[src/rtl/sort_pkg.sv]
// sort_pkg: shared state encoding and default sizing for the sort engine
package sort_pkg;
  typedef enum logic [1:0] {LOAD, SORT, DRAIN} state_t;
  localparam int DEF_WIDTH = 8;
  localparam int DEF_DEPTH = 8;
endpackage

[src/rtl/compare_swap.sv]
// compare_swap: orders one element pair, swapping only on strict inequality
module compare_swap #(
  parameter int WIDTH = 8,
  parameter bit DESCENDING = 1'b1
) (
  input  logic [WIDTH-1:0] a,
  input  logic [WIDTH-1:0] b,
  output logic [WIDTH-1:0] x,
  output logic [WIDTH-1:0] y
);
  logic swap;
  assign swap = DESCENDING ? (a < b) : (a > b);
  assign x = swap ? b : a;
  assign y = swap ? a : b;
endmodule

[src/rtl/sort_engine.sv]
// sort_engine: loads a frame, odd-even transposition sorts it, then streams it out
module sort_engine
  import sort_pkg::*;
#(
  parameter int WIDTH = DEF_WIDTH,
  parameter int DEPTH = DEF_DEPTH,
  parameter bit DESCENDING = 1'b1
) (
  input  logic             clk,
  input  logic             rst_n,
  input  logic             in_valid,
  input  logic [WIDTH-1:0] in_data,
  output logic             in_ready,
  output logic             out_valid,
  output logic [WIDTH-1:0] out_data,
  output logic             out_last,
  input  logic             out_ready,
  output logic             busy
);
  localparam int CW = $clog2(DEPTH);
  localparam logic [CW-1:0] LAST = CW'(DEPTH - 1);
  state_t state;
  logic [CW-1:0] count, pass, index;
  logic [WIDTH-1:0] elem [DEPTH];
  logic [WIDTH-1:0] nxt [DEPTH];
  logic [WIDTH-1:0] left [DEPTH-1];
  logic [WIDTH-1:0] right [DEPTH-1];
  for (genvar i = 0; i < DEPTH - 1; i++) begin : g_cs
    compare_swap #(.WIDTH(WIDTH), .DESCENDING(DESCENDING)) u_cs (
      .a(elem[i]),
      .b(elem[i+1]),
      .x(left[i]),
      .y(right[i])
    );
  end
  for (genvar i = 0; i < DEPTH; i++) begin : g_nxt
    if (i == 0) begin : g_first
      assign nxt[i] = pass[0] ? elem[i] : left[i];
    end else if (i % 2 == 0) begin : g_even
      assign nxt[i] = pass[0] ? right[i-1] : left[i];
    end else if (i == DEPTH - 1) begin : g_top
      assign nxt[i] = pass[0] ? elem[i] : right[i-1];
    end else begin : g_odd
      assign nxt[i] = pass[0] ? left[i] : right[i-1];
    end
  end
  assign in_ready  = state == LOAD;
  assign out_valid = state == DRAIN;
  assign busy      = state != LOAD;
  assign out_last  = (state == DRAIN) && (index == LAST);
  assign out_data  = elem[index];
  // frame sequencer: load elements, run DEPTH transposition passes, drain in order
  always_ff @(posedge clk) begin
    if (!rst_n) begin
      state <= LOAD;
      count <= '0;
      pass  <= '0;
      index <= '0;
      for (int k = 0; k < DEPTH; k++) elem[k] <= '0;
    end else begin
      case (state)
        LOAD: if (in_valid) begin
          elem[count] <= in_data;
          count <= (count == LAST) ? '0 : count + 1'b1;
          if (count == LAST) begin
            state <= SORT;
            pass  <= '0;
          end
        end
        SORT: begin
          for (int k = 0; k < DEPTH; k++) elem[k] <= nxt[k];
          pass <= (pass == LAST) ? '0 : pass + 1'b1;
          if (pass == LAST) begin
            state <= DRAIN;
            index <= '0;
          end
        end
        DRAIN: if (out_ready) begin
          index <= (index == LAST) ? '0 : index + 1'b1;
          if (index == LAST) begin
            state <= LOAD;
            count <= '0;
          end
        end
        default: state <= LOAD;
      endcase
    end
  end
endmodule

[config.mk]
export PLATFORM = sky130hd
export DESIGN_NAME = sort_engine
export DESIGN_NICKNAME = d
export VERILOG_FILES = /design/src/rtl/sort_pkg.sv /design/src/rtl/compare_swap.sv /design/src/rtl/sort_engine.sv
export SDC_FILE = /design/constraint.sdc
export NUM_CORES = 1
export LEC_CHECK = 0
export BUFFER_PORTS_ARGS = -buffer_cell sky130_fd_sc_hd__buf_2
export CAP_MARGIN = 0
export CORE_UTILIZATION = 65
export DETAILED_ROUTE_END_ITERATION = 8
export PLACE_DENSITY = 0.81
export RECOVER_POWER = 100
export SLEW_MARGIN = 20
export SYNTH_ARGS = -nofsm -noshare
export SYNTH_HDL_FRONTEND = slang
export SYNTH_HIERARCHICAL = 1
export SYNTH_SLANG_ARGS = --single-unit
[constraint.sdc]
create_clock -name clk -period 4.9 [get_ports clk]
set_input_delay 0.98 -clock clk [delete_from_list [all_inputs] [get_ports clk]]
set_output_delay 0.98 -clock clk [all_outputs]
set_load 0.02 [all_outputs]
Word-level counts from Yosys, hierarchy flattened
Memories as Yosys holds them, arrays and structs flattened. A register that Yosys moved wholly into a read port is not among the register bits.
Index checks and enable logic that the tools add are counted.

cells by class
  add/sub/neg operators = 3
  $lt $le $gt $ge = 7
  equal/unequal tests = 10
  multiplexer cells = 62
  bitwise operators = 8
  reduce and logical (&&, ||, !) cells = 11

operators by type and width
  kind                                                    count
  2-to-1 mux 8 bit                                        31
  less-than comparator 8 bit                              7
  2-to-1 mux 3 bit                                        13
  case mux 3 bit (2 select lines)                         3
  2-to-1 mux 2 bit                                        5
  adder 3 x 1 -> 3 bit (second input constant)            3
  equality test 3 bit (second input constant)             3
  2-to-1 mux 1 bit                                        9
  bitwise OR 1 bit                                        8
  nonzero test 2 bit                                      4
  OR reduction 8 bit                                      1
  inequality test 2 x 1 -> 1 bit (second input constant)  3
  case mux 2 bit (3 select lines)                         1
  AND reduction 3 bit                                     2
  AND reduction 5 bit                                     1
  inequality test 2 bit (second input constant)           2
  AND reduction 4 bit                                     1
  equality test 2 x 1 -> 1 bit (second input constant)    1
  equality test 2 bit (second input constant)             1
  logical NOT 2 bit                                       1
  logical AND 1 bit                                       1

storage, ports and cells
  bits in registers = 11
  bits in writable memories = 64
  bits of input ports = 12
  output and inout port bits = 12
  logic and storage cells = 106
  memories = 1

memories
  name  words  bits a word  read ports  clocked after Yosys merged registers in  write ports  line               RTL
  elem  8      8            9           1                                        8            sort_engine.sv:24  logic [WIDTH-1:0] elem [DEPTH];

Depth between registers and ports, before layout
Gate-level depths: netlist (run 1).

  depth in word-level cells = 6
  gate-level depth with buffers = 10
  gate-level depth less buffers = 9

Modules after synthesis
Netlist (run 1), hierarchy kept.

by module, submodules not included
  module        instances  cells each  area each (um^2)
  sort_engine   1          430         4819.6
  compare_swap  7          41          425.4

Worst setup path before layout (run 1)
OpenSTA, ideal clock, no wires.

  path type = flip-flop to flip-flop
  start point = memory elem[5][1]
  end point = memory elem[6][4] (data pin)
  library setup time = 0.264 ns
  arrival = 2.368 ns
  slack = 2.267 ns
  stages on the path, launching flop included = 9
  clock period less this slack = 2.633 ns
  cells stage by stage = edfxtp_1 > ha_1 > a2111o_1 > a211oi_4 > buf_12 > mux2_4 > mux2_2 > nand2_1 > o21ai_0

RTL lines
  element      line
  from (decl)  sort_engine.sv:24

==> PnR_summary.wiki, run 1 <==
{| class="wikitable"
! Metric !! Value
|-
| First-pass GRT wire length || 30600 um
|-
| Dpl cell area || 0.00777 mm^2
|-
| Inserted Clock Buffers || 9
|-
| Post-route design area || 0.00805 mm^2
|-
| Die area || 0.0124 mm^2
|-
| Highest attainable clock frequency || 264 MHz
|-
| Cells taking the most area after synthesis || edfxtp_1 25%, mux2_4 13%, ha_1 9.5%, mux2_2 8.4%, mux2i_1 5.4%
|-
| Share of synthesized flip-flops with an asynchronous set or reset || 0%
|-
| WL per Instance || 22.2 um
|-
| Number of detailed-route iterations in the first pass || 7
|-
| Remaining design rule violation count || 2
|-
| Clock slew at reported path FFs || 0.06 ns
|-
| Drt total wl || 19100 um
|-
| Critical-path maximum fanout || 40
|-
| Worst IR drop on VDD || 0.218 mV
|-
| Mapped Nets || 788
|-
| Max-slew headroom || -2.38%
|-
| Row cnt || 39
|-
| Worst Max-Slew Pin Slew || 1.54 ns
|-
| Horizontal die dimension || 112 um
|-
| Via-per-instance ratio || 6.68
|-
| Routability cong. || 0.897
|-
| Die height || 112 um
|-
| Via count of the first global-routing pass || 5626
|-
| Crit path required time || 4.92 ns
|-
| Cell count after synthesis || 717
|-
| Crit end category || flop
|-
| Overall Global Routing Usage || 32.4%
|-
| Top_reg_cell synth || edfxtp_1
|-
| Post-synth top area share || 24.6%
|-
| Fin. max-slew vios || 41
|-
| Worst Hold Class || reg2reg
|-
| Final period utilization || 77.3%
|-
| Number of distinct library cells after synthesis || 40
|-
| Number of synthesized register bits || 78
|-
| Number of primary I/O pins || 24
|-
| Type of element launching the critical path || input port
|-
| Yosys top cell by area || edfxtp_1
|-
| Crit Reg-Reg Endpoint || elem[6][7]$_DFFE_PP_
|-
| Average cell area after synthesis || 10.9 um^2
|-
| Classification of the worst setup path || in2reg
|-
| Final sum of negative setup slack || 0 ns
|-
| Worst Clk Skew || 0.00834 ns
|-
| Status || complete, but fails checks
|-
| Length in cells of the worst reg-to-reg path || 8
|-
| # setup viols final || 0
|-
| Failing checks || design-rule violations, max-capacitance violations, max-slew violations
|-
| Synthesis-to-finish area growth || 3.19%
|-
| Buffers inserted by post-CTS timing repair || 0
|-
| CP max stage delay || 1.09 ns
|-
| Total number of H-tree levels || 3
|-
| Static power due to leakage || 0.00322 uW
|-
| Max-cap check violation count || 1
|-
| Worst-path cell with the longest stage delay || clkbuf_1
|-
| Worst Setup SP || rst_n
|-
| Number of hold buffers added after CTS || 0
|-
| Fillcell total || 842
|-
| Iteration-0 DRC Markers || 615
|-
| RSZ-0062 raised after global routing || false
|-
| Starting utilization of the core area || 67.4%
|-
| Placeable core region || 0.0116 mm^2
|-
| Total power consumption of the routed design || 2060 uW
|-
| Share of layout cells above drive strength 1 || 24.3%
|-
| Post-synth EDFFs || 64
|-
| Largest net degree at the start of global routing || 49
|-
| Area occupied by multi-input gates || 0.00498 mm^2
|-
| Net count of the finished layout || 782
|-
| TritonCTS clock tree || done
|-
| R2R Setup Slk || 1.60 ns
|-
| Total standard cell area after synthesis || 0.00780 mm^2
|-
| Part of the Yosys area used for sequential elements || 28.2%
|-
| Total number of vias || 5741
|-
| Count of antenna-violating nets left after detailed routing || 0
|-
| Chain of cells forming the critical path || clkbuf_1 -> nand3_2 -> nor3_2 -> nand2b_1
|-
| Tmin final || 3.79 ns
|-
| Overflow after GRT || 0
|-
| CTS sink count || 78
|-
| Resized Gates After CTS || 0
|-
| Critical register-to-register path startpoint || elem[6][2]$_DFFE_PP_
|-
| Pwr/cell area || 256 mW/mm^2
|-
| Number of buffers between clock root and the deepest sink || 2
|-
| Yosys synthesis warning count || 6
|-
| Initial antenna violation count || 0
|-
| Seq. cell area || 0.00220 mm^2
|-
| Final number of hold-violating endpoints || 0
|-
| Sum of net half-perimeters after detailed placement || 13500 um
|-
| Endpoint arrival time on the critical path || 3.80 ns
|-
| Count of inserted antenna diode cells || 0
|-
| Clock insertion delay at the later pin of the skew report || 0.35 ns
|-
| Timing endpoint of the critical path || elem[3][1]$_DFFE_PP_
|-
| Cell at the root of the clock tree || clkbuf_16
|-
| Port-buffer cells || 23
|}
critical path, delay by kind of cell:
family                 cells  cell delay [ns]
AND/OR/NAND/NOR            3             1.72
buffers and inverters      1             1.09
cell usage in the layout (no fill, tap or decap), drive strengths merged, types with 4 or more instances in the layout:
master and count:
dfxtp 14, o31ai 40, a21boi 11, ha 59
a21oi 9, o21ai 44, inv 62, nor2 11
clkbuf 19, mux2 128, edfxtp 64, nor3 4
nand4 10, mux4 16, nand2b 19, buf 20
mux2i 42, a211oi 14, nand2 104, a2111o 7
worst min-delay path by stage:
stage | from | cells after the start | endpoint
2_1_floorplan | pass[1]$_SDFFE_PN0P_ | 2 | pass[1]$_SDFFE_PN0P_
3_3_place_gp | pass[1]$_SDFFE_PN0P_ | 2 | pass[1]$_SDFFE_PN0P_
3_5_place_dp | pass[2]$_SDFFE_PN0P_ | 2 | pass[2]$_SDFFE_PN0P_
4_1_cts | pass[2]$_SDFFE_PN0P_ | 2 | pass[2]$_SDFFE_PN0P_
5_1_grt | pass[2]$_SDFFE_PN0P_ | 2 | pass[2]$_SDFFE_PN0P_
6_report | pass[2]$_SDFFE_PN0P_ | 2 | pass[2]$_SDFFE_PN0P_
routing by layer:
| layer | GRT usage [%] | up-vias | part of all wire, % |
|---|---|---|---|
| met4 | 14.1 | 0 | 3.6 |
| li1 | - | 2640 | - |
| met5 | 0 | - | 0 |
| met1 | 44.0 | 2786 | 42 |
| met2 | 52.0 | 262 | 46 |
| met3 | 4.46 | 53 | 8.4 |
registers in the layout, indices dropped and copies added (netlist names), named ones only:
register  cells
elem         64
count         3
state         2
pass          3
index         3
power breakdown:
part / switching, uW / total (uW) / internal (uW) / leakage [uW]
clock: 276 / 714 / 438 / 0.000159
combinational: 244 / 519 / 275 / 0.00228
sequential: 68.8 / 827 / 758 / 0.000775
total: 588 / 2060 / 1470 / 0.00322
area by class of cell:
class,count,area share [%]
sequential,78,27.4
inverter,61,2.85
timing repair buffer,27,1.66
tap,143,2.22
clock inverter,4,0.653
clock buffer,12,3.31
multi-input combinational,534,61.9
cells in the mapped netlist, types with 3 or more instances:
| library cell | instances |
|---|---|
| mux4_1 | 15 |
| a21oi_1 | 9 |
| inv_1 | 61 |
| a21boi_0 | 11 |
| o21ai_0 | 41 |
| nand4_1 | 9 |
| a211oi_1 | 7 |
| o31ai_1 | 40 |
| o21ai_1 | 3 |
| mux2_2 | 58 |
| nand2b_1 | 19 |
| nor3_4 | 4 |
| a211oi_4 | 7 |
| nor2_1 | 8 |
| nand2_1 | 104 |
| mux2_4 | 70 |
| buf_2 | 18 |
| ha_1 | 59 |
| a2111o_1 | 7 |
| mux2i_1 | 42 |
| edfxtp_1 | 64 |
| buf_12 | 8 |
| buf_4 | 7 |
| clkbuf_1 | 8 |
| dfxtp_1 | 14 |
| nor2_2 | 3 |
per-stage QoR:
stage / setup WS (ns) / instances / hold WS [ns] / util [%]
2_1_floorplan: 2.27 / 717 / 0.445 / -
3_3_place_gp: 1.78 / 843 / 0.461 / 67.2
3_5_place_dp: 1.66 / 843 / 0.470 / 67.2
4_1_cts: 1.42 / 859 / 0.478 / 70.0
5_1_grt: 0.761 / 859 / 0.510 / 69.6
6_report: 1.11 / 859 / 0.482 / 69.6
cells by family (layout without fill, tap and decap cells):
family | count (synthesis) | count (layout) | synth area share (%)
AO/OA/AOI/OAI | 127 | 127 | 12.0
AND/OR/NAND/NOR | 162 | 162 | 10.3
adder cells (fa/ha/maj) | 59 | 59 | 9.47
flip-flops | 78 | 78 | 28.2
buffers and inverters | 105 | 104 | 7.45
multiplexers | 186 | 186 | 32.6
Note: power is estimated with default switching activity, not from simulation.
==> run 2, diff against run 1 <==
--- a/config.mk
+++ b/config.mk
@@ -7,9 +7,9 @@
 export LEC_CHECK = 0
 export BUFFER_PORTS_ARGS = -buffer_cell sky130_fd_sc_hd__buf_2
 export CAP_MARGIN = 0
-export CORE_UTILIZATION = 65
+export CORE_UTILIZATION = 58
 export DETAILED_ROUTE_END_ITERATION = 8
-export PLACE_DENSITY = 0.81
+export PLACE_DENSITY = 0.76
 export RECOVER_POWER = 100
 export SLEW_MARGIN = 20
 export SYNTH_ARGS = -nofsm -noshare
==> constraint.sdc (replaced) <==
create_clock -name clk -period 3.3 [get_ports clk]
set_input_delay 0.66 -clock clk [delete_from_list [all_inputs] [get_ports clk]]
set_output_delay 0.66 -clock clk [all_outputs]
set_load 0.02 [all_outputs]
==> PnR_summary.wiki, run 2 (synthesis results as in run 1) <==
{| class="wikitable"
! Metric !! Value
|-
| Port-buffer cells || 23 (unchanged)
|-
| First-pass GRT wire length || 31900 um (+4.2%)
|-
| P_int || 2140 uW (+46%)
|-
| Worst Clk Skew || 0.00830 ns (-0.0000383 ns)
|-
| Share of layout cells above drive strength 1 || 25.1% (+0.83 points)
|-
| Final number of hold-violating endpoints || 0 (unchanged)
|-
| Sum of net half-perimeters after detailed placement || 13900 um (+2.4%)
|-
| Buffers inserted by post-CTS timing repair || 0 (unchanged)
|-
| Commonest non-fill, non-tap cell in the layout || nand2_1
|-
| Status || complete, but fails checks
|-
| Tmin final || 2.95 ns
|-
| Total number of vias || 5815 (+1.3%)
|-
| Failing checks || max-capacitance violations, max-slew violations
|-
| Remaining design rule violation count || 0 (-2)
|-
| NetSw || 863 uW (+47%)
|-
| # setup viols final || 0 (unchanged)
|-
| Initial antenna violation count || 0 (unchanged)
|-
| Number of buffers between clock root and the deepest sink || 2 (unchanged)
|-
| Clock insertion delay at the later pin of the skew report || 0.34 ns (about the same)
|-
| Via-per-instance ratio || 6.40 (-4.2%)
|-
| Worst Max-Slew Pin Slew || 1.50 ns (-0.0356 ns)
|-
| Worst Hold Class || reg2reg
|-
| Final sum of negative setup slack || 0 ns (unchanged)
|-
| Worst IR drop on VDD || 0.211 mV (-3.6%)
|-
| Max-cap check violation count || 1 (unchanged)
|-
| Leading cell types in the layout, fill and taps excluded || 104 x nand2_1, 64 x edfxtp_1, 62 x mux2_4
|-
| Length in cells of the worst reg-to-reg path || 8 (unchanged)
|-
| Inserted Clock Buffers || 9 (unchanged)
|-
| Highest attainable clock frequency || 339 MHz
|-
| Total power consumption of the routed design || 3010 uW (+46%)
|-
| RSZ-0062 raised after global routing || false
|-
| Iteration-0 DRC Markers || 503 (-18%)
|-
| Drt total wl || 19600 um (+2.9%)
|-
| TritonCTS clock tree || done
|-
| Post-layout utilization of the core || 63.7% (-5.8 points)
|-
| Crit end category || flop
|-
| Worst-case hold slack || 0.484 ns (+0.00240 ns)
|-
| WL per Instance || 21.6 um (-2.6%)
|-
| Resized Gates After CTS || 0 (unchanged)
|-
| Net count of the finished layout || 802 (+2.6%)
|-
| Cells on Worst Hold Path || 2 (unchanged)
|-
| Placeable core region || 0.0129 mm^2 (+11%)
|-
| Die height || 118 um (+5.8%)
|-
| Overflow after GRT || 0 (unchanged)
|-
| Combinational cell fraction of total power || 25.8% (+0.6 points)
|-
| Crit path required time || 3.37 ns (-1.55 ns)
|-
| Pwr/cell area || 366 mW/mm^2 (+43%)
|-
| Max FFs per register || 64 (unchanged)
|-
| Fraction of power spent switching nets || 28.7% (+0.13 points)
|-
| Final period utilization || 89.4%
|-
| Max-slew headroom || -0.00567% (+2.4 points)
|-
| Fin. max-slew vios || 14 (-66%)
|-
| Static power due to leakage || 0.00325 uW (+0.93%)
|-
| Horizontal die dimension || 118 um (+5.8%)
|-
| Type of element launching the critical path || flop
|-
| CTS sink count || 78 (unchanged)
|-
| Via count of the first global-routing pass || 5956 (+5.9%)
|-
| Critical-path maximum fanout || 7 (-83%)
|-
| Die area || 0.0139 mm^2 (+12%)
|-
| Flop pwr share || 40.6% (+0.4 points)
|-
| Clock slew at reported path FFs || 0.06 ns (about the same)
|-
| Number of hold buffers added after CTS || 0 (unchanged)
|-
| Synthesis-to-finish area growth || 5.26%
|-
| Overall Global Routing Usage || 29.5% (-2.9 points)
|-
| Count of inserted antenna diode cells || 0 (unchanged)
|-
| Starting utilization of the core area || 60.6% (-6.9 points)
|-
| Cell at the root of the clock tree || clkbuf_16
|-
| Largest net degree at the start of global routing || 51 (+4.1%)
|-
| Classification of the worst setup path || reg2reg
|-
| Count of antenna-violating nets left after detailed routing || 0 (unchanged)
|-
| Number of detailed-route iterations in the first pass || 4 (-3)
|-
| Clock share of power || 33.6% (-1.1 points)
|-
| Total number of H-tree levels || 3 (unchanged)
|-
| Endpoint arrival time on the critical path || 3.02 ns (-0.78 ns)
|-
| Routability cong. || 0.945 (+5.4%)
|-
| Row cnt || 41 (+5.1%)
|-
| R2R Setup Slk || 0.35 ns (-1.25 ns)
|-
| Number of primary I/O pins || 24 (unchanged)
|-
| Reg with most FFs || elem
|}
-- run 2: cell types whose count changed in the layout (fill, tap and decap cells not counted), sizes merged --
cell / before / now
clkinvlp: 0 / 1
clkbuf: 19 / 25
buf: 20 / 34
inv: 62 / 61
-- run 2: power by group through the flow --
stage | clock network (uW) | registers [uW] | logic [uW]
detailed placement | 0 | 1240 | 794
floorplan | 0 | 1200 | 678
global route | 1060 | 1230 | 836
finish | 1010 | 1220 | 776
global placement | 0 | 1230 | 766
CTS | 1020 | 1220 | 800
-- run 2: cell type report --
type                    count  area (um^2)
clock inverters             4         46.3
clock buffers              12          246
repair buffers             47          295
multi-input cells         534         4970
well taps                 172          215
flip-flops and latches     78         2200
inverters                  61          229
fillers                  1017         4670
-- run 2: critical path, stage by stage (launching register included) --
cell	delay, ns
edfxtp_1	0.51
ha_1	0.34
a2111o_1	0.36
a211oi_1	0.30
clkbuf_1	0.38
mux2_1	0.37
mux2_2	0.28
nand2_1	0.06
o21ai_0	0.09
-- run 2: final timing paths --
check / from / endpoint
worst max-delay path: elem[6][1]$_DFFE_PP_ / elem[6][5]$_DFFE_PP_
worst min-delay path: state[0]$_SDFFE_PN0P_ / state[0]$_SDFFE_PN0P_
worst max register to register: elem[6][1]$_DFFE_PP_ / elem[6][5]$_DFFE_PP_
worst min register to register: state[0]$_SDFFE_PN0P_ / state[0]$_SDFFE_PN0P_
-- run 2: metal layers --
layer / up-vias / track usage [%] / routed length (um)
met5: - / 0 / 0
met4: 0 / 15.2 / 811
met3: 49 / 4.51 / 1340
met2: 224 / 46.0 / 8960
met1: 2862 / 39.5 / 8530
li1: 2680 / - / -
-- run 2: metrics by stage --
stage                     setup WS, ns  instance area [um^2]  std cells
after floorplan                  0.667                  7800        717
after global placement           0.626                  7980        892
after detailed placement         0.568                  7980        892
after CTS                        0.489                  8280        908
after global routing             0.193                  8210        908
final                            0.350                  8210        908
==> run 3, diff against run 2 <==
--- a/config.mk
+++ b/config.mk
@@ -5,6 +5,7 @@
 export SDC_FILE = /design/constraint.sdc
 export NUM_CORES = 1
 export LEC_CHECK = 0
+export ABC_AREA = 1
 export BUFFER_PORTS_ARGS = -buffer_cell sky130_fd_sc_hd__buf_2
 export CAP_MARGIN = 0
 export CORE_UTILIZATION = 58
==> PnR_summary.wiki, run 3 <==
{| class="wikitable"
! Metric !! Value
|-
| Status || finished clean
|-
| Horizontal die dimension || 121 um (+2.2%)
|-
| Cells taking the most area after synthesis || edfxtp_1 24%, nand2_1 22%, ha_1 9.1%, nand3_1 8.7%, inv_1 4.8%
|-
| Total number of vias || 7920 (+36%)
|-
| Iteration-0 DRC Markers || 755 (+50%)
|-
| Remaining design rule violation count || 0 (unchanged)
|-
| Port-buffer cells || 23 (unchanged)
|-
| Sum of net half-perimeters after detailed placement || 14900 um (+7.8%)
|-
| Critical-path maximum fanout || 17 (+10)
|-
| Type of element launching the critical path || flop
|-
| Total standard cell area after synthesis || 0.00815 mm^2 (+4.5%)
|-
| Reg with most FFs || elem
|-
| Number of primary I/O pins || 24 (unchanged)
|-
| Net count of the finished layout || 1303 (+62%)
|-
| Part of the Yosys area used for sequential elements || 27.0% (-1.2 points)
|-
| Max FFs per register || 64 (unchanged)
|-
| Overflow after GRT || 0 (unchanged)
|-
| Number of buffers between clock root and the deepest sink || 2 (unchanged)
|-
| Inserted Clock Buffers || 9 (unchanged)
|-
| # setup viols final || 0 (unchanged)
|-
| Number of distinct library cells after synthesis || 28 (-30%)
|-
| Most frequent cells after synthesis || 478 x nand2_1, 142 x nand3_1, 105 x inv_1
|-
| Tmin final || 2.89 ns (-0.0605 ns)
|-
| CTS sink count || 78 (unchanged)
|-
| RSZ-0062 raised after global routing || false
|-
| WL per Instance || 15.4 um (-29%)
|-
| Worst IR drop on VDD || 0.591 mV (+180%)
|-
| Most common cell in the netlist || nand2_1
|-
| Final period utilization || 87.6% (-1.8 points)
|-
| Share of layout cells above drive strength 1 || 6.55% (-19 points)
|-
| Routability cong. || 0.854 (-9.6%)
|-
| Final number of hold-violating endpoints || 0 (unchanged)
|-
| Crit path required time || 3.38 ns (about the same)
|-
| Top_reg_cell synth || edfxtp_1
|-
| Worst Clk Skew || 0.0101 ns (+0.00179 ns)
|-
| Number of detailed-route iterations in the first pass || 5 (+1)
|-
| Largest net degree at the start of global routing || 43 (-16%)
|-
| Endpoint arrival time on the critical path || 2.97 ns (-0.05 ns)
|-
| Row cnt || 42 (+2.4%)
|-
| Mapped Nets || 1318 (+67%)
|-
| Total power consumption of the routed design || 6910 uW (+130%)
|-
| Number of hold buffers added after CTS || 0 (unchanged)
|-
| Cells on Worst Hold Path || 2 (unchanged)
|-
| Count of antenna-violating nets left after detailed routing || 0 (unchanged)
|-
| Number of synthesized register bits || 78 (unchanged)
|-
| Fin. max-slew vios || 0 (-14)
|-
| Worst Max-Slew Pin Slew || 1.14 ns (-0.364 ns)
|-
| Post-layout utilization of the core || 60.9% (-2.8 points)
|-
| Cell count after synthesis || 1247 (+74%)
|-
| Share of synthesized flip-flops with an asynchronous set or reset || 0% (unchanged)
|-
| Via-per-instance ratio || 5.60 (-13%)
|-
| Starting utilization of the core area || 60.6% (about the same)
|-
| Cell at the root of the clock tree || clkbuf_16
|-
| TritonCTS clock tree || done
|-
| Resized Gates After CTS || 0 (unchanged)
|-
| Worst Hold Class || reg2reg
|-
| Clock insertion delay at the later pin of the skew report || 0.35 ns (about the same)
|-
| Crit end category || flop
|-
| Die area || 0.0145 mm^2 (+4.5%)
|-
| Via count of the first global-routing pass || 7105 (+19%)
|-
| Synthesis-to-finish area growth || 0.537%
|-
| Yosys top cell by area || edfxtp_1
|-
| Buffers inserted by post-CTS timing repair || 0 (unchanged)
|-
| Placeable core region || 0.0135 mm^2 (+4.5%)
|-
| Static power due to leakage || 0.00409 uW (+26%)
|-
| Length in cells of the worst reg-to-reg path || 11 (+3)
|-
| Commonest non-fill, non-tap cell in the layout || nand2_1
|-
| Final sum of negative setup slack || 0 ns (unchanged)
|-
| Clock slew at reported path FFs || 0.07 ns (about the same)
|-
| Post-synth top area share || 23.6% (-1.1 points)
|-
| Die height || 121 um (+2.2%)
|-
| First-pass GRT wire length || 35400 um (+11%)
|-
| Highest attainable clock frequency || 346 MHz (+2.1%)
|-
| Post-synth EDFFs || 64 (unchanged)
|-
| Initial antenna violation count || 1 (+1)
|-
| Max-cap check violation count || 0 (-1)
|-
| Drt total wl || 21800 um (+11%)
|-
| Average cell area after synthesis || 6.54 um^2 (-40%)
|-
| Leading cell types in the layout, fill and taps excluded || 491 x nand2_1, 144 x nand3_1, 105 x inv_1
|-
| Overall Global Routing Usage || 31.1% (+1.6 points)
|-
| Classification of the worst setup path || reg2reg
|-
| Pwr/cell area || 843 mW/mm^2 (+130%)
|-
| Max-slew headroom || 23.5% (+23 points)
|-
| Total number of H-tree levels || 3 (unchanged)
|-
| Yosys synthesis warning count || 6 (unchanged)
|}
run 3: worst max-delay path: stages, from the launching register on:
cell	delay [ns]
edfxtp_1	0.52
inv_1	0.08
ha_1	0.29
a21oi_1	0.17
o21a_1	0.50
nand2_1	0.49
nand2_1	0.16
nand2_1	0.06
nand2_1	0.10
a21oi_1	0.08
nand2_1	0.08
o21ai_0	0.08
run 3: per-stage QoR:
stage               instances  setup WS [ns]  cell area (um^2)  hold slack (ns)
floorplan                1247           1.17              8150            0.482
detailed placement       1397          0.658              8080            0.499
global placement         1397          0.760              8080            0.495
global route             1413          0.174              8190            0.530
finish                   1414          0.411              8200            0.504
CTS                      1413          0.502              8380            0.508
run 3: kinds of logic (layout without fill, tap and decap cells):
| group | after synthesis | after routing | synth area share (%) |
|---|---|---|---|
| AOI/OAI and AO/OA | 175 | 175 | 11.3 |
| adders and majority gates | 59 | 59 | 9.06 |
| buffers and inverters | 170 | 160 | 11.1 |
| DFF | 78 | 78 | 27.0 |
| other | 0 | 1 | 0 |
| and+or+nand+nor | 765 | 765 | 41.5 |
run 3: cell type report:
cell class                 instances  area [um^2]
fill                            1380         5260
multi-input combinational        999         4870
sequential                        78         2200
inverter                         109          409
clock buffer                      11          253
tap                              176          220
timing repair buffer              35          193
clock inverter                     5         41.3
antenna                            1         2.50
run 3: path summary, 6_finish.rpt:
path,start,endpoint,slack [ns]
max,elem[4][5]$_DFFE_PP_,elem[3][6]$_DFFE_PP_,0.41
min,state[1]$_SDFFE_PN0P_,state[1]$_SDFFE_PN0P_,0.50
max reg2reg,elem[4][5]$_DFFE_PP_,elem[3][6]$_DFFE_PP_,0.41
min reg2reg,state[1]$_SDFFE_PN0P_,state[1]$_SDFFE_PN0P_,0.50
run 3: metal layers:
metal / share of wire (%) / GRT usage [%]
met3: 8.4 / 4.91
met1: 44 / 41.8
met5: 0 / 0
met2: 45 / 49.4
met4: 2.5 / 13.5
run 3: power breakdown:
part	switching, uW	internal, uW
clock network	446	559
logic	2710	1320
registers	455	1430
total	3610	3300
